File: config.mk
export PLATFORM = sky130hd
export DESIGN_NAME = instr_mem_loader
export DESIGN_NICKNAME = d
export VERILOG_FILES = /design/src/rtl/instr_mem_loader.sv
export SDC_FILE = /design/constraint.sdc
export NUM_CORES = 1
export LEC_CHECK = 0
export BUFFER_PORTS_ARGS = -buffer_cell sky130_fd_sc_hd__clkbuf_2
export CAP_MARGIN = 20
export CORE_MARGIN = 5
export CORE_UTILIZATION = 35
export CTS_CLUSTER_SIZE = 10
export DETAILED_ROUTE_END_ITERATION = 8
export HOLD_SLACK_MARGIN = 0.12
export PLACE_DENSITY = 0.5
export SKIP_LAST_GASP = 1
export SLEW_MARGIN = 20
export SYNTH_ARGS = -nofsm -noshare
export SYNTH_HDL_FRONTEND = slang
export SYNTH_SLANG_ARGS = --single-unit
File: constraint.sdc
create_clock -name clock -period 3 [get_ports clock]
set_input_delay 0.15 -clock clock [delete_from_list [all_inputs] [get_ports clock]]
set_output_delay 0.15 -clock clock [all_outputs]
set_load 0.01 [all_outputs]
File: src/rtl/instr_mem_loader.sv
// Instruction memory loader: receives a framed program image (length, N bytes,
// checksum) over a valid/ready byte stream, writes it into the instruction
// memory and holds the processor until the load has finished.
module instr_mem_loader #(
    parameter int unsigned           ADDR_WIDTH = 8,
    parameter int unsigned           DATA_WIDTH = 8,
    parameter logic [ADDR_WIDTH-1:0] BASE_ADDR  = '0
) (
    input  logic                  clock,
    input  logic                  reset,
    input  logic                  start,
    input  logic                  in_valid,
    input  logic [7:0]            in_data,
    output logic                  in_ready,
    output logic                  mem_we,
    output logic [ADDR_WIDTH-1:0] mem_addr,
    output logic [DATA_WIDTH-1:0] mem_wdata,
    output logic                  proc_hold,
    output logic                  load_done,
    output logic                  load_error,
    output logic [8:0]            words_loaded
);

    typedef enum logic [2:0] {
        StIdle,
        StLen,
        StData,
        StCheck,
        StDone,
        StErr
    } state_e;

    state_e                  state_q, state_d;
    logic [7:0]              len_q, len_d;
    logic [7:0]              sum_q, sum_d;
    logic [7:0]              idx_q, idx_d;
    logic [8:0]              words_q, words_d;
    logic                    mem_we_q, mem_we_d;
    logic [ADDR_WIDTH-1:0]   mem_addr_q, mem_addr_d;
    logic [DATA_WIDTH-1:0]   mem_wdata_q, mem_wdata_d;
    logic                    accept;
    logic [7:0]              check_sum;

    assign in_ready  = (state_q == StLen) || (state_q == StData) || (state_q == StCheck);
    assign accept    = in_valid && in_ready;
    // Running sum including the checksum byte must wrap to zero for a good image.
    assign check_sum = sum_q + in_data;

    // State and datapath registers; reset cancels any pending write.
    always_ff @(posedge clock or posedge reset) begin
        if (reset) begin
            state_q     <= StIdle;
            len_q       <= '0;
            sum_q       <= '0;
            idx_q       <= '0;
            words_q     <= '0;
            mem_we_q    <= 1'b0;
            mem_addr_q  <= BASE_ADDR;
            mem_wdata_q <= '0;
        end else begin
            state_q     <= state_d;
            len_q       <= len_d;
            sum_q       <= sum_d;
            idx_q       <= idx_d;
            words_q     <= words_d;
            mem_we_q    <= mem_we_d;
            mem_addr_q  <= mem_addr_d;
            mem_wdata_q <= mem_wdata_d;
        end
    end

    // Next-state and datapath update for the framing FSM.
    always_comb begin
        state_d     = state_q;
        len_d       = len_q;
        sum_d       = sum_q;
        idx_d       = idx_q;
        words_d     = words_q;
        mem_we_d    = 1'b0;
        mem_addr_d  = mem_addr_q;
        mem_wdata_d = mem_wdata_q;
        case (state_q)
            StIdle: begin
                if (start) begin
                    state_d = StLen;
                    words_d = '0;
                end
            end
            StLen: begin
                if (accept) begin
                    len_d   = in_data;
                    sum_d   = '0;
                    idx_d   = '0;
                    state_d = (in_data == 8'h00) ? StErr : StData;
                end
            end
            StData: begin
                if (accept) begin
                    mem_we_d    = 1'b1;
                    // Address wraps modulo the memory size.
                    mem_addr_d  = BASE_ADDR + ADDR_WIDTH'(idx_q);
                    mem_wdata_d = DATA_WIDTH'(in_data);
                    sum_d       = sum_q + in_data;
                    idx_d       = idx_q + 8'd1;
                    words_d     = words_q + 9'd1;
                    if (idx_q == len_q - 8'd1) begin
                        state_d = StCheck;
                    end
                end
            end
            StCheck: begin
                if (accept) begin
                    state_d = (check_sum == 8'h00) ? StDone : StErr;
                end
            end
            StDone:  state_d = StIdle;
            StErr:   state_d = StIdle;
            default: state_d = StIdle;
        endcase
    end

    assign mem_we       = mem_we_q;
    assign mem_addr     = mem_addr_q;
    assign mem_wdata    = mem_wdata_q;
    assign words_loaded = words_q;
    // Hold is decoded from state so reset releases it asynchronously.
    assign proc_hold    = (state_q != StIdle);
    assign load_done    = (state_q == StDone);
    assign load_error   = (state_q == StErr);

endmodule

Word-level counts from Yosys, hierarchy flattened
Cells that the tools add are included.
{"block": "word_totals", "regBits": 53, "wordCells": 55, "out_inout_bits": 30}
{"block": "classes", "eq_ne": 11, "addsub": 4, "reduce_logical": 14, "n_mux": 18}
{"cell": "$pmux W8 S2", "n": 2}
{"cell": "$mux W8", "n": 3}
{"cell": "$mux W3", "n": 6}
{"cell": "$mux W9", "n": 2}
{"cell": "$pmux W9 S2", "n": 1}
{"cell": "$logic_not A8 Y1", "n": 2}
{"cell": "$pmux W3 S4", "n": 1}
{"cell": "$add A9 B1 Y9 const B", "n": 1}
{"cell": "$add A8 B1 Y8 const B", "n": 1}
{"cell": "$add A8 B8 Y8", "n": 1}
{"cell": "$eq A8 B8 Y1", "n": 1}
{"cell": "$ne A2 B2 Y1 const B", "n": 4}
{"cell": "$sub A8 B1 Y8 const B", "n": 1}
{"cell": "$eq A3 B2 Y1 const B", "n": 2}
{"cell": "$eq A3 B3 Y1 const B", "n": 2}
{"cell": "$reduce_and A3 Y1", "n": 2}
{"cell": "$reduce_and A5 Y1", "n": 1}
{"cell": "$reduce_and A2 Y1", "n": 2}
{"cell": "$reduce_bool A2 Y1", "n": 2}
{"cell": "$eq A3 B1 Y1 const B", "n": 1}
{"cell": "$logic_not A3 Y1", "n": 1}
{"cell": "$mux W1", "n": 3}
{"cell": "$reduce_bool A3 Y1", "n": 1}
{"cell": "$logic_or A1 B1 Y1", "n": 2}
{"cell": "2 further kinds", "n": 2}

Depth between registers and ports, before layout
Gate-level depths: netlist of run 1.
{"block": "depth", "ltp_word": 6, "depth_mapped": 9}

Worst setup path before layout of run 1
Ideal clock, no wire load.
{"block": "synth_path", "path_type": "register to register", "from": "reg sum_q[0]", "to": "reg state_q[0]", "synth_period_minus_slack_ns": 2.153, "setup_slack_ns": 0.847, "setup_ns": 0.139, "stages_incl_launch_ff": 8, "n_path_buf": 0, "arrival_time_ns": 2.014, "path_cell_list": "dfrtp_1 ha_1 fa_1 a211oi_1 o21ba_1 o221ai_1 nor4b_1 o311ai_1"}
{"block": "synth_between", "elab_chain_len": 5}
{"item": "start, declared", "line": "35", "source": "logic [7:0] sum_q, sum_d;"}
{"item": "start signal, assigned", "line": "63", "source": "sum_q <= sum_d;"}
{"item": "$add A8 B8 Y8", "line": "47", "source": "assign check_sum = sum_q + in_data;"}
{"item": "$logic_not A8 Y1", "line": "113", "source": "state_d = (check_sum == 8'h00) ? StDone : StErr;"}
{"item": "$mux W1", "line": "113"}
{"item": "$mux W3", "line": "112", "source": "if (accept) begin"}
{"item": "$pmux W3 S4", "line": "82", "source": "case (state_q)"}
{"item": "end signal, assigned", "line": "52", "source": "state_q <= StIdle;"}
{"item": "end signal, assigned", "line": "61", "source": "state_q <= state_d;"}
{"item": "end, declared", "line": "33", "source": "state_e state_q, state_d;"}
No other way between the ends. The select of a mux whose other input is x is not followed.
A chain may end at the register's enable or synchronous reset.

Worst setup path in the final report of run 1
{"block": "layout_path", "from": "in in_data[0]", "to": "reg state_q[0]"}
{"block": "layout_between", "elab_chain_len": 5, "elab_cells_between_ends": 8}
{"item": "start, declared", "line": "13", "source": "input logic [7:0] in_data,"}
{"item": "$add A8 B8 Y8", "line": "47"}
{"item": "$logic_not A8 Y1", "line": "113"}
{"item": "$mux W1", "line": "113"}
{"item": "$mux W3", "line": "112"}
{"item": "$pmux W3 S4 (*)", "line": "82"}
Every way passes the cells marked *; elsewhere a longest branch is shown, timed or not. The select of a mux whose other input is x is not followed.

==> results of run 1 <==
-- registers in the layout, summed over array words and instances, names as in the netlist --
register / count
words_loaded: 9
idx_q: 8
len_q: 8
mem_addr: 8
mem_wdata: 8
sum_q: 8
state_q: 3
mem_we: 1
-- worst paths after layout --
path	start	end	slack, ps	depth (start not counted)
setup / recovery	in_data[0]	state_q[0]	400	9
setup reg to reg	sum_q[0]	state_q[0]	560	7
min in group asynchronous	reset	mem_wdata[2]	410	3
max in group asynchronous	reset	sum_q[4]	1810	4
hold reg to reg	mem_wdata[2]	mem_wdata[2]	490	2
hold / removal	in_data[4]	len_q[4]	130	3
-- worst max-delay path: cells and delay by family --
family                   cells  cell delay [ps]
AO/OA/AOI/OAI                4              930
adder cells (fa/ha/maj)      2              630
AND/OR/NAND/NOR              1              380
buffers and inverters        2              680
-- cells in the mapped netlist (all sizes together), types with 6 or more instances --
library cell | instances | area, um^2
a21oi | 11 | 55.05
buf | 7 | 31.28
clkbuf | 8 | 30.03
dfrtp | 53 | 1326
ha | 10 | 125.1
nand2 | 88 | 330.3
nand3 | 8 | 40.04
nor2 | 21 | 78.83
nor4b | 6 | 52.55
o21ai | 14 | 70.07
xnor2 | 12 | 105.1
xor2 | 12 | 112.6
-- where the power goes --
| group | switching, mW | total (mW) | internal (mW) | leakage, nW |
|---|---|---|---|---|
| combinational | 0.620 | 1.12 | 0.497 | 0.861 |
| sequential | 0.227 | 1.13 | 0.903 | 0.705 |
| clock | 0.247 | 0.413 | 0.166 | 0.0445 |
| total | 1.09 | 2.66 | 1.57 | 1.61 |
-- routing by layer --
metal | vias up | routed length [um] | share of wire [%] | global-route usage, %
met5 | - | 0 | 0 | 0
met3 | 4 | 162 | 2.4 | 2.432
met2 | 34 | 3330 | 48 | 24.63
met1 | 1099 | 3317 | 48 | 19.63
met4 | 0 | 68 | 0.99 | 3.109
li1 | 1162 | - | - | -
-- cell usage in the layout, fill, tap and decap left out, types with 2 or more instances in the layout --
cell type,Yosys,layout
nand2_1,88,88
dfrtp_1,53,53
clkbuf_2,0,41
nor2_1,21,21
xnor2_1,12,12
a21oi_1,11,11
xor2_1,11,11
ha_1,10,10
o21ai_0,8,8
nand3_1,8,8
o21ai_1,6,6
nor3_1,5,5
nor4b_1,6,5
a22o_1,5,5
clkbuf_8,0,5
dlygate4sd3_1,0,5
buf_4,0,4
or3_1,3,3
and3_1,3,3
nor4_1,3,3
inv_1,4,3
o31ai_1,3,3
inv_2,1,2
o21a_1,2,2
and2_1,2,2
nand4_1,2,2
mux2i_1,2,2
a211oi_1,2,2
nand3b_1,2,2
o21ba_1,2,2
o211ai_1,2,2
-- metrics by stage --
| stage | hold slack [ps] | power [mW] | utilization [%] | instances |
|---|---|---|---|---|
| floorplan | 255.4 | 1.928 | - | 313 |
| global placement | 224.1 | 2.250 | 40.27 | 445 |
| finish | 133.1 | 2.660 | 42.07 | 458 |
| CTS | 120.2 | 2.690 | 42.07 | 458 |
| detailed placement | 214.7 | 2.257 | 40.27 | 445 |
| global route | 141.3 | 2.906 | 42.07 | 458 |
-- final cells by class --
| type | instances | area [um^2] |
|---|---|---|
| Tap cell | 102 | 127.6 |
| Inverter | 5 | 18.77 |
| Timing Repair Buffer | 50 | 285.3 |
| Sequential cell | 53 | 1326 |
| Multi-Input combinational cell | 240 | 1436 |
| Fill cell | 802 | 4523 |
| Clock buffer | 5 | 68.82 |
| Clock inverter | 3 | 21.27 |
-- logic make-up after synthesis --
| group | Yosys count | synth area share, % |
|---|---|---|
| and+or+nand+nor | 153 | 25.06 |
| DFF | 53 | 46.76 |
| AOI/OAI and AO/OA | 50 | 11.87 |
| xor gates and xnor gates | 24 | 7.675 |
| buffers and inverters | 20 | 2.823 |
| adders and majority gates | 11 | 5.117 |
| muxes | 2 | 0.7058 |
==> results.txt, run 1 <==
- Status: complete, no violations
- Summing all non-filler instances in the final layout gives an area of 3284 um^2.
* Final setup margin: 395.4 ps
- Number of antenna violations at the first check in global routing: 0
- Clock skew on the completed layout was measured at 9.494 ps.
- Number of sinks on the clock net: 53
- Dividing the detail-routed via count by the number of cells gives 5.020.
- Setup violation total in the final timing report: 0
- Register bit total from synthesis: 53
- At the pin with the least slew margin, the transition time is 627.0 ps.
- Cell with the largest stage delay on the worst path: dlygate4sd3_1
- In the final timing run, aggregate negative setup slack is 0 ps.
- After detailed placement, the total cell area comes to 3144 um^2.
* Total vias in the final route: 2299
- Cell area after synthesis: 2836 um^2
* Core Region: 7807 um^2
* Period minus WS final: 2605 ps
- In this run the static leakage power is 1.611 nW.
* Primary FF master, synth: dfrtp_1
* Worst max-slew margin expressed relative to the limit: 58.08%
* Number of buffers added to fix hold violations after cts: 5
* Type of the worst setup path: in -> reg
- The number of clock buffers added by TritonCTS is 5.
- Sequential area share after synthesis: 46.76%
* Nets: 378
- The HPWL after detailed placement is 4805 um.
* Fin crit share: 86.82%
- The average instance in the mapped netlist occupies 9.062 um^2.
- For the worst-skew pair, the clock arrives at the later sink with an insertion delay of 310 ps.
* CP required: 3170 ps
- Arrival time reported for the critical path endpoint: 2780 ps
- The tool flagged a number of max-cap violations equal to 0.
* YS warnings: 0
- In this run the post-CTS setup repair buffer count came out at 0.
- The cell count after synthesis came out at 313.
- The critical path goes through dlygate4sd3_1 -> clkbuf_2 -> ha_1 -> fa_1 -> a211oi_1 -> o21ba_1 -> o221ai_1 -> nor4b_1 -> o311ai_1.
- Summed over all layers, the global routing overflow is 0.
* Maximum number of pins on one net before global-route repair: 31
* Clock tree from TritonCTS: yes
* Routed length per instance: 15.02 um
- The first global-routing pass estimated 11720 um of wire.
* H-tree depth: 2
- Biggest cell delay along the critical path: 540 ps
- The congestion estimate from routability-driven global placement came to 0.8238.
- Highest ir drop seen on vdd: 374.5 uV
- Maximum fanout count along the critical path: 4
* Yosys cell types: 51
- RSZ-0062 raised after global routing: false
- Global Route Usage Sum: 14.54%
- The die is 100.0 um wide.
- In the final layout, the share of cells above drive strength 1 is 16.57%.
- Resize count post-CTS: 0
* Area Overhead vs Synth: 15.79%
- Worst slack, placed: 609.2 ps
- Vias in the first global route: 2354
- After detailed routing, the number of remaining DRC violations is 0.
- Clock Path Buffers: 2
- Power density over cell area: 809.9 nW/um^2
* Initial standard-cell utilization of the core: 36.33%
- Kind of path behind the tightest hold check: in -> reg
- Number of diodes: 0
- Number of cell rows: 32
* Max Clock Freq: 383.9 MHz
- The final layout contains routed wiring with a total length of 6877 um.
- The worst setup path is launched from an input port.
- Total of buffers placed on input and output ports: 41
- Nature of the critical path endpoint: register
* Final Max Tran Viols: 0
- The die covers 10010 um^2.
* Total nets after synthesis: 336
* Clock Root Buffer: clkbuf_8
- The final hold violation count is 0.
- After synthesis, the share of flip-flops with an asynchronous set or reset is 100.0%.
* Drt pass-1 iters: 4
- Clock transition at the register clock pins on the worst setup and hold paths after CTS: 100 ps
* Number of enable flip-flop cells after synthesis: 0
* Drt initial violations: 67
- During I/O placement, the number of pins put on the boundary was 42.
- In this run the remaining antenna-violating nets after routing total 0.
* Overall die height: 100.0 um
Power figures use the tool's default switching activity.
==> run 2, diff against run 1 <==
--- a/config.mk
+++ b/config.mk
@@ -5,6 +5,7 @@
 export SDC_FILE = /design/constraint.sdc
 export NUM_CORES = 1
 export LEC_CHECK = 0
+export ABC_AREA = 1
 export BUFFER_PORTS_ARGS = -buffer_cell sky130_fd_sc_hd__clkbuf_2
 export CAP_MARGIN = 20
 export CORE_MARGIN = 5
@@ -13,6 +14,7 @@
 export DETAILED_ROUTE_END_ITERATION = 8
 export HOLD_SLACK_MARGIN = 0.12
 export PLACE_DENSITY = 0.5
+export SETUP_SLACK_MARGIN = 0.4
 export SKIP_LAST_GASP = 1
 export SLEW_MARGIN = 20
 export SYNTH_ARGS = -nofsm -noshare
==> run 2 against run 1 <==
Against the previous run: total power grew 11%; clock skew fell by 0.77 ps; combinational power is 26% higher; clock power fell by 4%; largest cell class unchanged; largest power group is now combinational cells.
==> results.txt, run 2 <==
- The required time of the critical path was 3210 ps (was 3170 ps).
- Area Overhead vs Synth: 14.11% (was 15.79%)
- The setup slack of the most critical reg-to-reg path was 990 ps (was 560 ps).
- Most frequent cells in the layout: nand2_1 (123), dfrtp_1 (53), inv_1 (47) (was nand2_1 (88), dfrtp_1 (53), clkbuf_2 (41))
- The met3 global-route usage is 2.503% (was 2.432%).
- Final estimated routing congestion in global placement: 0.8082 (was 0.8238)
- The standard cell core area was 8299 um^2 (was 7807 um^2).
- Power density over cell area: 860.5 nW/um^2 (was 809.9 nW/um^2)
* Die Outline Area: 10540 um^2 (was 10010 um^2)
* Post-layout total power: 2.951 mW (was 2.660 mW)
- Largest register FFs: 9 (unchanged)
* Primary FF master, synth: dfrtp_1 (unchanged)
* Most common library cell in the layout ignoring fill and taps: nand2_1 (unchanged)
- Antenna Nets Post-Route: 0 (unchanged)
* Clock tree from TritonCTS: yes (unchanged)
- The net count of the mapped netlist came to 417 (was 336).
* Status: complete, no violations (unchanged)
- The overall fraction of global-route tracks in use is 14.52% (was 14.54%).
- Maximum number of pins on one net before global-route repair: 45 (was 31)
- The routed wirelength normalized by instance count was 12.93 um (was 15.02 um).
- The worst hold slack was 123.8 ps (was 133.1 ps).
* Overall die height: 102.7 um (was 100.0 um)
- The ratio of cells with drive above 1 in the final layout is 15.65% (was 16.57%).
* Arrival time reported for the critical path endpoint: 2210 ps (was 2780 ps)
- YS warnings: 0 (unchanged)
- The number of enable-type register cells in the synthesized netlist is 0 (unchanged).
* Most numerous cell in the Yosys netlist: nand2_1 (unchanged)
- The final hold violation count was 0 (unchanged).
- Total vias in the final route: 2545 (was 2299)
- The buffer cell driving the clock tree root is clkbuf_8 (unchanged).
* Sort of element at the start of the critical path: register (was input port)
- The kind of path behind the tightest hold check is in -> reg (unchanged).
- Reg power frac: 38.7% (was 42.5%)
* CTS Buf Count: 5 (unchanged)
- Fraction of power consumed by the clock network: 13.4% (was 15.5%)
- Type of the worst setup path: reg -> reg (was in -> reg)
* Number of sinks on the clock net: 53 (unchanged)
* Highest ir drop seen on vdd: 265.1 uV (was 374.5 uV)
* Total leakage power: 1.857 nW (was 1.611 nW)
* Psw: 1.323 mW (was 1.094 mW)
* Vias in the first global route: 2526 (was 2354)
* Initial standard-cell utilization of the core: 36.21% (was 36.33%)
- Average size of a mapped cell: 7.628 um^2 (was 9.062 um^2)
- Drc violations: 0 (unchanged)
- The first-pass GRT wire length came to 12130 um (was 11720 um).
* Top-Level Pins: 42 (unchanged)
- Die Span X: 102.7 um (was 100.0 um)
- Drt initial violations: 105 (was 67)
* Most Used Layer, Global Route: met2 (unchanged)
- Total negative slack for setup checks: 0 ps (unchanged)
* Cell area after synthesis: 3005 um^2 (was 2836 um^2)
- The proportion of total power due to net switching came to 44.83% (was 41.12%).
* Max Clock Freq: 498.7 MHz (was 383.9 MHz)
- The global route total overflow came to 0 (unchanged).
- The detailed placement HPWL is 5395 um (was 4805 um).
- H-tree depth: 2 (unchanged)
* Number of antenna violations at the first check in global routing: 0 (unchanged)
- Top cells by area, synth: dfrtp_1 (44%), nand2_1 (15%), inv_1 (6.0%) (was dfrtp_1 (47%), nand2_1 (12%), ha_1 (4.4%))
* Drt via density: 4.661 (was 5.020)
* Worst slack, placed: 967.7 ps (was 609.2 ps)
- The number of detailed-route iterations in the first pass came to 4 (unchanged).
- The count of hold buffers inserted by post-cts repair came to 3 (was 5).
- Nets: 463 (was 378)
* Met2 Track Usage GR: 24.83% (was 24.63%)
- The cell count after synthesis is 394 (was 313).
* Fin crit share: 66.84% (was 86.82%)
- Number of cell rows: 33 (was 32)
* RSZ-0062 raised after global routing: false (unchanged)
- Nature of the critical path endpoint: register (unchanged)
- Max-capacitance violation count: 0 (unchanged)
- Period minus WS final: 2005 ps (was 2605 ps)
- Fraction of post-synthesis cell area in the top cell type by area: 44.13% (was 46.76%)
- The internal power consumption was 1.628 mW (was 1.566 mW).
- The cell type with the largest total area after synthesis was dfrtp_1 (unchanged).
- The worst setup slack after layout was 994.8 ps (was 395.4 ps).
- Yosys cell types: 31 (was 51)
- Met1 global-route usage: 19.06% (was 19.63%)
- Most common library cells after synthesis: nand2_1 (123), dfrtp_1 (53), inv_1 (48), nand3_1 (32), o21ai_0 (30) (was nand2_1 (88), dfrtp_1 (53), nor2_1 (21), xnor2_1 (12)).
- The count of input and output buffers is 41 (unchanged).
- Final Max Tran Viols: 0 (unchanged)
- Detailed Route WL: 7060 um (was 6877 um)
* Clk Latency, worst-skew pair: 300 ps (was 310 ps)
* Worst-case clock skew: 8.724 ps (was 9.494 ps)
* Register bit total from synthesis: 53 (unchanged)
* Number of diodes: 0 (unchanged)
* Proportion of power drawn by combinational gates: 47.9% (was 42.0%)
* Maximum fanout count along the critical path: 3 (was 4)
- Resize count post-CTS: 0 (unchanged)
- Worst max-slew margin expressed relative to the limit: 55.59% (was 58.08%)
- Clock transition at the register clock pins on the worst setup and hold paths after CTS: 100 ps (about the same)
* Ys async rst share: 100.0% (unchanged)
- The post-synthesis sequential area ratio came to 44.13% (was 46.76%).
- The number of setup buffers added after CTS was 0 (unchanged).
* Clock Path Buffers: 2 (unchanged)
* Setup violation total in the final timing report: 0 (unchanged)
- Transition at the pin with the smallest max-transition slack: 665.2 ps (was 627.0 ps)
[run 2: cells by family (layout without fill, tap and decap cells)]
kind of cell    count (synthesis)  after routing  share of synthesized area [%]
fa+ha+maj                      11             11                          4.829
compound gates                 49             49                          8.826
buf+inv                        61            108                          8.076
flops                          53             53                          44.13
simple gates                  206            206                          30.06
xor+xnor                       14             14                          4.080
[run 2: layout make-up]
| cell class | instances | area (um^2) |
|---|---|---|
| Clock inverter | 2 | 10.01 |
| Sequential cell | 53 | 1326 |
| Tap cell | 105 | 131.4 |
| Multi-Input combinational cell | 280 | 1436 |
| Inverter | 54 | 202.7 |
| Clock buffer | 6 | 72.57 |
| Fill cell | 873 | 4870 |
| Timing Repair Buffer | 46 | 250.2 |
[run 2: path summary, 6_finish.rpt]
| path | from | to | cells past startpoint |
|---|---|---|---|
| min in group asynchronous | reset | state_q[2] | 3 |
| hold reg to reg | mem_wdata[3] | mem_wdata[3] | 2 |
| setup reg to reg | sum_q[0] | state_q[0] | 11 |
| max in group asynchronous | reset | idx_q[2] | 4 |
| setup / recovery | sum_q[0] | state_q[0] | 11 |
| hold / removal | in_data[0] | mem_wdata[0] | 3 |
[run 2: metal layers]
| metal | vias up | routed length (um) | share of wire (%) |
|---|---|---|---|
| met4 | 0 | 68 | 0.96 |
| met1 | 1168 | 3376 | 48 |
| met2 | 27 | 3447 | 49 |
| li1 | 1346 | - | - |
| met5 | - | 0 | 0 |
| met3 | 4 | 167 | 2.4 |
[run 2: metrics by stage]
step	area, um^2	cells	util (%)
2_1_floorplan	3005	394	-
3_3_place_gp	3317	535	39.97
3_5_place_dp	3317	535	39.97
4_1_cts	3430	546	41.32
5_1_grt	3430	546	41.32
6_report	3430	546	41.32
[run 2: power groups by stage]
stage                     sequential (mW)  clock (mW)  combinational [mW]
after floorplan                      1.16           0                1.02
after global placement               1.16           0                1.42
after detailed placement             1.16           0                1.44
after CTS                            1.15       0.415                1.44
after global routing                 1.18       0.439                1.63
final                                1.14       0.396                1.41
[run 2: worst max-delay path: stages, from the launching register on]
cell and delay, ps:
dfrtp_1 400, ha_1 240, fa_1 430, xor2_1 190, nor2_1 110, nand3_1 90
nor2_1 130, nand3_1 110, nand2_1 70, nand2_1 40, nand2_1 60, nand2_1 40
==> run 3, diff against run 2 <==
--- a/config.mk
+++ b/config.mk
@@ -5,7 +5,7 @@
 export SDC_FILE = /design/constraint.sdc
 export NUM_CORES = 1
 export LEC_CHECK = 0
-export ABC_AREA = 1
+export ABC_AREA = 0
 export BUFFER_PORTS_ARGS = -buffer_cell sky130_fd_sc_hd__clkbuf_2
 export CAP_MARGIN = 20
 export CORE_MARGIN = 5
==> constraint.sdc (replaced) <==
create_clock -name clock -period 1.89 [get_ports clock]
set_input_delay 0.0945 -clock clock [delete_from_list [all_inputs] [get_ports clock]]
set_output_delay 0.0945 -clock clock [all_outputs]
set_load 0.01 [all_outputs]
==> run 3 against run 2 <==
Against the previous run: the flow now finishes with violations (negative setup slack); sequential power grew 47%; register-to-register slack lost 1200 ps; combinational power grew 80%; cell count shrank 8.2%; worst setup slack lost 1200 ps; clock power grew 130%; routed wire length grew 6.1%; design area grew 11%; critical path type unchanged; highest routed layer unchanged.
==> results.txt, run 3 (synthesis results as in run 1) <==
- Drt via density: 4.854 (was 4.661)
- Fill cell total of the finished layout: 759 (was 873)
* Highest ir drop seen on vdd: 856.7 uV (was 265.1 uV)
- Final Hold Viols: 0 (unchanged)
- Post-layout instance count excluding filler cells: 501 (was 546)
* CP required: 2070 ps (was 3210 ps)
- The y dimension of the die came to 100.0 um (was 102.7 um).
- The worst slack after detailed placement was -258.1 ps (was 967.7 ps).
- The final weighted congestion in routability-driven placement is 0.8408 (was 0.8082).
- Routed length per instance: 14.95 um (was 12.93 um)
- Clk Latency, worst-skew pair: 310 ps (was 300 ps)
* Most frequent cells in the layout: nand2_1 (88), dfrtp_1 (53), buf_4 (48) (was nand2_1 (123), dfrtp_1 (53), inv_1 (47))
* Area of the multi-input gates: 1560 um^2 (was 1436 um^2)
- The number of pins with negative max-slew slack in the final report is 0 (unchanged).
- The internal power consumption is 3.222 mW (was 1.628 mW).
- Fraction of power consumed by the clock network: 18.1% (was 13.4%)
- Detailed Route WL: 7491 um (was 7060 um)
- R2R Path End: state_q[0] (unchanged)
* Clock Root Buffer: clkbuf_8 (unchanged)
- H-tree depth: 2 (unchanged)
* Total leakage power: 1.879 nW (was 1.857 nW)
- The count of unresolved DRC violations after routing came to 0 (unchanged).
- Number of sinks on the clock net: 53 (unchanged)
- Largest register FFs: 9 (unchanged)
- Clock tree from TritonCTS: yes (unchanged)
* Nets: 421 (was 463)
- The worst flop-to-flop path startpoint is sum_q[0] (unchanged).
* Setup violation total in the final timing report: 2 (was 0)
* Share of layout cells above drive strength 1: 30.08% (was 15.65%)
- The kind of path behind the tightest hold check is in -> reg (unchanged).
* Reg power frac: 32.7% (was 38.7%)
- The portion of total power attributed to combinational logic is 49.2% (was 47.9%).
* Maximum fanout count along the critical path: 4 (was 3)
* Total vias in the final route: 2432 (was 2545)
* Worst Hold Path EP: mem_wdata[6] (was mem_wdata[0])
- Worst-case clock skew: 4.941 ps (was 8.724 ps)
- The total die area is 10010 um^2 (was 10540 um^2).
- The overall fraction of global-route tracks in use is 16.17% (was 14.52%).
- Post-Route Utilization: 48.54% (was 41.32%)
- The kind of capture point of the worst setup path is a register (unchanged).
* Core Region: 7807 um^2 (was 8299 um^2)
- Remaining global-route overflow: 0 (unchanged)
* DP Cell Count: 483 (was 535)
- The post-layout minimum cycle time is 2108 ps (was 2005 ps).
* Top-Level Pins: 42 (unchanged)
* Area Overhead vs Synth: 33.61% (was 14.11%)
- The initial core utilization is 36.33% (was 36.21%).
- The classification of the worst setup path is reg -> reg (unchanged).
* Most common library cell in the layout ignoring fill and taps: nand2_1 (unchanged)
- The horizontal extent of the die is 100.0 um (was 102.7 um).
- Total of buffers placed on input and output ports: 41 (unchanged)
- Antenna Nets Post-Route: 0 (unchanged)
- The count of max-cap constraint violations came to 0 (unchanged).
- The number of cells on the worst reg-to-reg path was 7 (was 11).
- The number of detailed-route iterations in the first pass was 4 (unchanged).
- The via count of the first global-routing pass is 2576 (was 2526).
- RSZ-0062 raised after global routing: true (was false).
- The buffer depth of the longest clock path came to 2 (unchanged).
* Violated checks: negative setup slack
* Final setup margin: -218.4 ps (was 994.8 ps)
- Footprint of the flip-flops and latches: 1326 um^2 (unchanged)
- The first-pass GRT wire length was 12970 um (was 12130 um).
- The number of antenna diodes is 0 (unchanged).
- Estimated wirelength of the detail-placed design: 5530 um (was 5395 um)
- The total clock buffers created by CTS was 5 (unchanged).
- Number of antenna violations at the first check in global routing: 0 (unchanged)
- Min-Delay Path Depth: 4 (was 3)
- The number of rows in the core area came to 32 (was 33).
- The share of the clock period used by the worst path after layout came to 111.6% (was 66.84%).
* Switching portion of total power: 37.42% (was 44.83%)
- The launching element type of the critical path is a register (unchanged).
- Drt initial violations: 98 (was 105)
- The origin of the worst min-delay path is in_data[6] (was in_data[0]).
- Status: finished with violations (was complete, no violations)
- Max Clock Freq: 474.3 MHz (was 498.7 MHz)
* Arrival time reported for the critical path endpoint: 2290 ps (was 2210 ps)
- Transition at the pin with the smallest max-transition slack: 542.6 ps (was 665.2 ps)
- Maximum number of pins on one net before global-route repair: 30 (was 45)
- Setup slack, reg-to-reg: -220 ps (was 990 ps)
- The tightest slew margin relative to the limit is 63.77% (was 55.59%).
* Clock transition at the register clock pins on the worst setup and hold paths after CTS: 100 ps (about the same)
- Power density over cell area: 1358 nW/um^2 (was 860.5 nW/um^2)
- The reported net switching power was 1.926 mW (was 1.323 mW).
==> run 3: final cells by class <==
| class | count | area share (%) |
|---|---|---|
| flip-flops and latches | 53 | 35.00 |
| clock inverters | 3 | 1.816 |
| clock buffers | 5 | 1.816 |
| well taps | 102 | 3.367 |
| multi-input cells | 240 | 41.17 |
| inverters | 5 | 0.5612 |
| repair buffers | 93 | 16.28 |
==> run 3: worst max-delay path by stage <==
stage / startpoint / end / slack (ps) / depth (start not counted)
floorplan: sum_q[0] / state_q[0] / -70 / 7
global placement: sum_q[0] / state_q[0] / -190 / 7
detailed placement: sum_q[0] / state_q[0] / -260 / 7
CTS: sum_q[0] / state_q[0] / -220 / 7
finish: sum_q[0] / state_q[0] / -220 / 7
global route: sum_q[0] / state_q[0] / -340 / 7
==> run 3: per-stage QoR <==
step	total power, mW	area, um^2	hold WS (ps)	setup TNS (ps)
2_1_floorplan	3.094	2869	199.9	-74.98
3_3_place_gp	3.959	3458	161.9	-355.7
3_5_place_dp	3.977	3458	162.6	-513.4
4_1_cts	5.047	3702	149.8	-478.1
5_1_grt	5.561	3790	154.2	-702.1
6_report	5.148	3790	153.0	-324.3
==> run 3: timing repair <==
action	4_1_cts	5_1_grt
endpoints found under the setup margin	19	21
endpoints found under the hold margin	26	0
buffers inserted	5	3
pin swaps	2	5
hold buffers	2	0
resized for setup	8	11
==> run 3: critical path, stage by stage, from the launching register on <==
cell	delay, ps
dfrtp_1	420
ha_4	170
fa_2	370
a211oi_4	280
nor4b_1	90
nand4b_1	220
nor4b_2	300
o311ai_1	130
==> run 3: power by group through the flow <==
stage / combinational, mW / clock [mW] / sequential, mW
after global routing: 2.81 / 1.02 / 1.73
after detailed placement: 2.30 / 0 / 1.68
after global placement: 2.28 / 0 / 1.68
final: 2.54 / 0.930 / 1.68
after CTS: 2.42 / 0.958 / 1.67
after floorplan: 1.36 / 0 / 1.73
==> run 3: routing by layer <==
layer	share of wire (%)	vias up	GRT usage (%)	routed length (um)
met3	2.6	4	3.127	198
met1	48	1151	22.55	3618
met5	0	-	0	0
li1	-	1244	-	-
met2	49	33	26.58	3635
met4	0.51	0	2.798	38
